**src/rtl/siso_pkg.sv**
```systemverilog
// Shared definitions for the SISO sequencer and the SISO chain it drives.
package siso_pkg;

    typedef enum logic [1:0] {
        IDLE  = 2'd0,
        SHIFT = 2'd1,
        FLUSH = 2'd2,
        DONE  = 2'd3
    } state_t;

    localparam int SISO_WIDTH = 8;
    localparam int SISO_DEPTH = 8;

    // Counter must hold the larger of the two phase lengths.
    function automatic int cnt_width(input int width, input int flush);
        int max_len;
        max_len = (width > flush) ? width : flush;
        return $clog2(max_len + 1);
    endfunction

endpackage

```
**src/rtl/siso_bit_counter.sv**
```systemverilog
// Loadable down-counter with a terminal-count flag (count == 1), shared by the
// SHIFT and FLUSH phases of the sequencer.
module siso_bit_counter #(
    parameter int CNT_W = 4
) (
    input  logic             clk,
    input  logic             rst_n,
    input  logic             load,
    input  logic [CNT_W-1:0] load_val,
    input  logic             dec,
    output logic [CNT_W-1:0] cnt,
    output logic             tc
);

    logic [CNT_W-1:0] cnt_r;

    // Count register: load has priority over decrement.
    always_ff @(posedge clk or negedge rst_n) begin
        if (!rst_n) begin
            cnt_r <= '0;
        end else if (load) begin
            cnt_r <= load_val;
        end else if (dec) begin
            cnt_r <= cnt_r - CNT_W'(1'b1);
        end else begin
            cnt_r <= cnt_r;
        end
    end

    assign cnt = cnt_r;
    assign tc  = (cnt_r == CNT_W'(1'b1));

endmodule

```
**src/rtl/siso_seq_ctrl.sv**
```systemverilog
// Serialises a parallel word LSB-first into a SISO chain, then flushes the
// chain with zeros and pulses completion.
module siso_seq_ctrl
    import siso_pkg::*;
#(
    parameter  int WIDTH = SISO_WIDTH,
    parameter  int FLUSH = SISO_DEPTH,
    localparam int CNT_W = cnt_width(WIDTH, FLUSH)
) (
    input  logic             in_clk,
    input  logic             in_rst_n,
    input  logic [WIDTH-1:0] in_data,
    input  logic             in_valid,
    output logic             o_ready,
    output logic             o_ser,
    output logic             o_shift_en,
    output logic             o_busy,
    output logic             o_done,
    output logic [CNT_W-1:0] o_bit_cnt
);

    // The FLUSH parameter shadows the enum literal, so states are package-qualified.
    state_t           state_r;
    state_t           state_s;
    logic [WIDTH-1:0] shreg_r;
    logic             cnt_load_s;
    logic             cnt_dec_s;
    logic [CNT_W-1:0] cnt_load_val_s;
    logic [CNT_W-1:0] cnt_s;
    logic             cnt_tc_s;

    siso_bit_counter #(
        .CNT_W(CNT_W)
    ) u_bit_counter (
        .clk     (in_clk),
        .rst_n   (in_rst_n),
        .load    (cnt_load_s),
        .load_val(cnt_load_val_s),
        .dec     (cnt_dec_s),
        .cnt     (cnt_s),
        .tc      (cnt_tc_s)
    );

    // State register.
    always_ff @(posedge in_clk or negedge in_rst_n) begin
        if (!in_rst_n) begin
            state_r <= siso_pkg::IDLE;
        end else begin
            state_r <= state_s;
        end
    end

    // Next-state logic.
    always_comb begin
        state_s = state_r;
        case (state_r)
            siso_pkg::IDLE: begin
                if (in_valid) state_s = siso_pkg::SHIFT;
                else          state_s = siso_pkg::IDLE;
            end
            siso_pkg::SHIFT: begin
                if (cnt_tc_s) begin
                    if (FLUSH > 0) state_s = siso_pkg::FLUSH;
                    else           state_s = siso_pkg::DONE;
                end else begin
                    state_s = siso_pkg::SHIFT;
                end
            end
            siso_pkg::FLUSH: begin
                if (cnt_tc_s) state_s = siso_pkg::DONE;
                else          state_s = siso_pkg::FLUSH;
            end
            siso_pkg::DONE:  state_s = siso_pkg::IDLE;
            default:         state_s = siso_pkg::IDLE;
        endcase
    end

    // Counter control: load the phase length on entry, otherwise count down.
    always_comb begin
        cnt_load_s     = 1'b0;
        cnt_dec_s      = 1'b0;
        cnt_load_val_s = '0;
        case (state_r)
            siso_pkg::IDLE: begin
                if (in_valid) begin
                    cnt_load_s     = 1'b1;
                    cnt_load_val_s = CNT_W'(WIDTH);
                end else begin
                    cnt_load_s     = 1'b0;
                end
            end
            siso_pkg::SHIFT: begin
                if (cnt_tc_s && (FLUSH > 0)) begin
                    cnt_load_s     = 1'b1;
                    cnt_load_val_s = CNT_W'(FLUSH);
                end else begin
                    cnt_dec_s      = 1'b1;
                end
            end
            siso_pkg::FLUSH: cnt_dec_s = 1'b1;
            siso_pkg::DONE:  cnt_dec_s = 1'b0;
            default:         cnt_dec_s = 1'b0;
        endcase
    end

    // Output decode from the current state.
    always_comb begin
        o_ready    = 1'b0;
        o_ser      = 1'b0;
        o_shift_en = 1'b0;
        o_busy     = 1'b0;
        o_done     = 1'b0;
        o_bit_cnt  = '0;
        case (state_r)
            siso_pkg::IDLE:  o_ready = 1'b1;
            siso_pkg::SHIFT: begin
                o_ser      = shreg_r[0];
                o_shift_en = 1'b1;
                o_busy     = 1'b1;
                o_bit_cnt  = cnt_s;
            end
            siso_pkg::FLUSH: begin
                o_shift_en = 1'b1;
                o_busy     = 1'b1;
                o_bit_cnt  = cnt_s;
            end
            siso_pkg::DONE: begin
                o_busy     = 1'b1;
                o_done     = 1'b1;
            end
            default:         o_ready = 1'b0;
        endcase
    end

    // Shift register: capture on accept, shift right with zero fill in SHIFT.
    always_ff @(posedge in_clk or negedge in_rst_n) begin
        if (!in_rst_n) begin
            shreg_r <= '0;
        end else if ((state_r == siso_pkg::IDLE) && in_valid) begin
            shreg_r <= in_data;
        end else if (state_r == siso_pkg::SHIFT) begin
            shreg_r <= shreg_r >> 1;
        end else begin
            shreg_r <= shreg_r;
        end
    end

endmodule
```
**config.mk**
```make
export PLATFORM = sky130hd
export DESIGN_NAME = siso_seq_ctrl
export DESIGN_NICKNAME = d
export VERILOG_FILES = /design/src/rtl/siso_pkg.sv /design/src/rtl/siso_bit_counter.sv /design/src/rtl/siso_seq_ctrl.sv
export SDC_FILE = /design/constraint.sdc
export NUM_CORES = 1
export LEC_CHECK = 0
export BUFFER_PORTS_ARGS = -buffer_cell sky130_fd_sc_hd__buf_2
export CAP_MARGIN = 40
export CORE_MARGIN = 8
export CORE_UTILIZATION = 45
export CTS_CLUSTER_DIAMETER = 100
export DETAILED_ROUTE_END_ITERATION = 6
export PLACE_DENSITY = 0.7
export SETUP_SLACK_MARGIN = 0.15
export SLEW_MARGIN = 10
export SYNTH_ARGS = -nofsm -noshare
export SYNTH_HDL_FRONTEND = slang
export SYNTH_SLANG_ARGS = --single-unit
```
**constraint.sdc**
```tcl
create_clock -name in_clk -period 1.5 [get_ports in_clk]
set_input_delay 0.3 -clock in_clk [delete_from_list [all_inputs] [get_ports in_clk]]
set_output_delay 0.3 -clock in_clk [all_outputs]
set_load 0.05 [all_outputs]
```
==> results.md <==
- Gr usage total: 12.82%
- Worst Tran Pin Value: 305.8 ps
- Clock Skew: roughly 2.1 ps
- Rows: 15
- Ys async rst share: 100.0%
- Mapped Area: 797.0 um^2
- Worst reg2reg setup slack: -60 ps
- Synth Area in XOR/XNOR: 2.198%
- Vias: 717
- Synth area leader: dfrtp_1
- CTS Sinks: 14
- Critical path fanouts, max: 2
- Unrepaired setup endpoints after global routing: true
- Max VDD drop: 1381 uV
- Area Overhead vs Synth: 73.00%
- Status: finished, violations left
- Clock Pin Slew Worst Setup and Hold Paths: ~80 ps
- Crit Path Category: reg2out
- Num ports: 20
- Vias in the first global route: 774
- Routed Antenna Nets: 0
- Largest cells by area after synthesis: dfrtp_1, ha_1, mux2i_1, nor2_1, a21oi_1
- Clk root buf: clkbuf_4
- P_leak: 0.6321 nW
- TritonCTS buffer count: 3
- Startpoint Class: flop
- Crit path required time: about 1200 ps
- Synth top cells by count: dfrtp_1, nor2_1, a21oi_1, mux2i_1, ha_1
- Max incr delay on CP: 410 ps
- Layout cells sized above 1: 59.50%
- CP endpoint kind: output port
- Most used cell, CP: buf_4
- Syn nets: between 90 and 100
- Initial Utilization: 47.19%
- Post-Synthesis Cells: 79
- Drt first-iter violations: 6
- Failing checks: setup timing
- Largest family of logic cells by synthesized area: simple AND/OR/NAND/NOR gates
- Via-to-Cell Ratio: 5.196
- Shortest period the worst path allows: approximately 1700 ps
- Register area share after synthesis: 43.96%
- Worst path slowest cell: dfrtp_1
- Core area: ~0.0017 mm^2
- Post-route clock period utilization: 110.4%
- Crit Reg-Reg Startpoint: state_r[0]$_DFF_PN0_
- Yosys Warn Count: 0
- GPL Wtd Cong: 0.7538
- Final Power: 3.046 mW
- Fmax: ~600 MHz
- Final Hold Viols: 0
- Drt drc: 0
- # setup viols final: 10
- Critical Path Sink: o_done
- Post-Route Setup TNS: -1140 ps
- Post-synth top area share: 43.96%
- Deepest clock path buffer count: 2
- Clock Latency Late Sink: 280 ps
- WP data arrival: 1360 ps
- Depth of the worst register-to-register path: 8
- Launch point of the worst path: state_r[0]$_DFF_PN0_
- Nets: 140
- Max Slew Vio Count: 0
- Die Wd: slightly below 60 um
- Worst Hold Class: in2reg
- Max-Cap Viols: 0
- Initial antenna violation count: 0
- Syn_area_per_cell: 10.09 um^2
- Die height: about 58 um
- Dominant synthesized flop cell: dfrtp_1
- Cell with the most instances after synthesis: dfrtp_1
- Crit-path cells: buf_4, buf_4, ha_1, buf_6
- Slew margin rel.: 79.52%
- Worst r2r dst: u_bit_counter.cnt[3]$_DFFE_PN0P_
- Post-Synth Adder-Cell Area: 10.99%
- IO Port Bufs: 19
- Post-synthesis mux area share: 10.05%
- Power per cell area: 2209 mW/mm^2
- DR WL/cell: 16.51 um
- Diodes inserted: 0
- Global route total overflow: 0
- Largest net degree at the start of global routing: 15
- H-Tree Depth: 1
- CTS tree: yes
- Dpl hpwl: 1368 um
- Simple-gate share of the synthesized area: 17.90%
- Setup WS post-layout: -155.4 ps
- WHS: 266.8 ps
- Die area: 0.003374 mm^2
- Pre-Repair DR Iteration Count: 4
- Post-DP Area: 0.001033 mm^2
- First-pass GRT wire length: ~3400 um
- Fin area: 0.001379 mm^2
- Synth Area in Compound Gates: 10.99%
- Place WS: -36.47 ps
- Distinct cell type count after synthesis: 23
- WL final: 2278 um
- Number of synthesized flops with an enable pin: 0
- Seq cells post-synth: 14
metrics by stage:
step / utilization [%] / cells
global placement: 61.19 / 121
global route: 81.63 / 138
floorplan: - / 79
detailed placement: 61.19 / 121
CTS: 76.30 / 136
finish: 81.63 / 138
worst max-delay path, delay by kind of cell, from the launching register on:
family	cells	cell delay [ps]
buffers and inverters	3	450
DFF	1	410
adders and majority gates	1	220
logic make-up after synthesis:
kind of cell,Yosys count
compound gates,15
xor+xnor,2
fa+ha+maj,7
buf+inv,8
flops,14
mux,8
simple gates,25
layout by cell type (no fill, tap or decap), drive strengths merged:
cell and count:
nor4b 1, and3 2, mux2i 8, buf 39, a21oi 8, nand4 1
dlygate4sd3 1, dfrtp 14, ha 7, xnor2 2, inv 6, nor2 12
a31o 1, o21ai 4, clkbuf 4, nor3 1, o21bai 1, nand2 2
and2 5, a211oi 1, nor3b 1
per-layer routing:
metal | part of all wire, % | global-route usage [%] | vias up
met5 | 0 | 0 | -
met4 | 2.2 | 5.594 | 0
met2 | 54 | 23.09 | 20
met1 | 39 | 12.76 | 338
li1 | - | - | 353
met3 | 5.2 | 4.857 | 6
area by class of cell:
class | instances | area (um^2)
multi-input cells | 57 | 573.1
repair buffers | 40 | 375.4
flip-flops and latches | 14 | 350.3
fillers | 93 | 310.3
clock buffers | 4 | 36.28
inverters | 6 | 22.52
well taps | 17 | 21.27
report_power, final:
group | total, mW | leakage (nW) | internal (mW) | switching [mW]
clock | 0.263 | 0.0210 | 0.148 | 0.116
combinational | 2.13 | 0.445 | 1.04 | 1.08
sequential | 0.657 | 0.166 | 0.534 | 0.122
total | 3.05 | 0.632 | 1.72 | 1.32
state kept, by name, indices dropped and copies added, names as in the netlist, named ones only:
name	cells
shreg_r	8
state_r	1
u_bit_counter.cnt	4
timing repair:
| action | in CTS | in global routing |
|---|---|---|
| endpoints found under the setup margin | 18 | 23 |
| pin swaps | 4 | 10 |
| gates cloned | 1 | 0 |
| hold buffers | 1 | 0 |
| resized for setup | 39 | 16 |
| endpoints found under the hold margin | 14 | 0 |
| setup buffers | 9 | 2 |
how the worst min path moves through the flow:
stage	slack (ps)	cells past startpoint	startpoint	endpoint
floorplan	4	0	in_rst_n	asynchronous set/reset pin
global placement	210	1	in_rst_n	shreg_r[6]$_DFFE_PN0P_
detailed placement	210	1	in_rst_n	shreg_r[6]$_DFFE_PN0P_
CTS	270	3	in_data[1]	shreg_r[1]$_DFFE_PN0P_
global route	260	3	in_data[3]	shreg_r[3]$_DFFE_PN0P_
finish	270	3	in_data[3]	shreg_r[3]$_DFFE_PN0P_
Power figures use the tool's default switching activity.
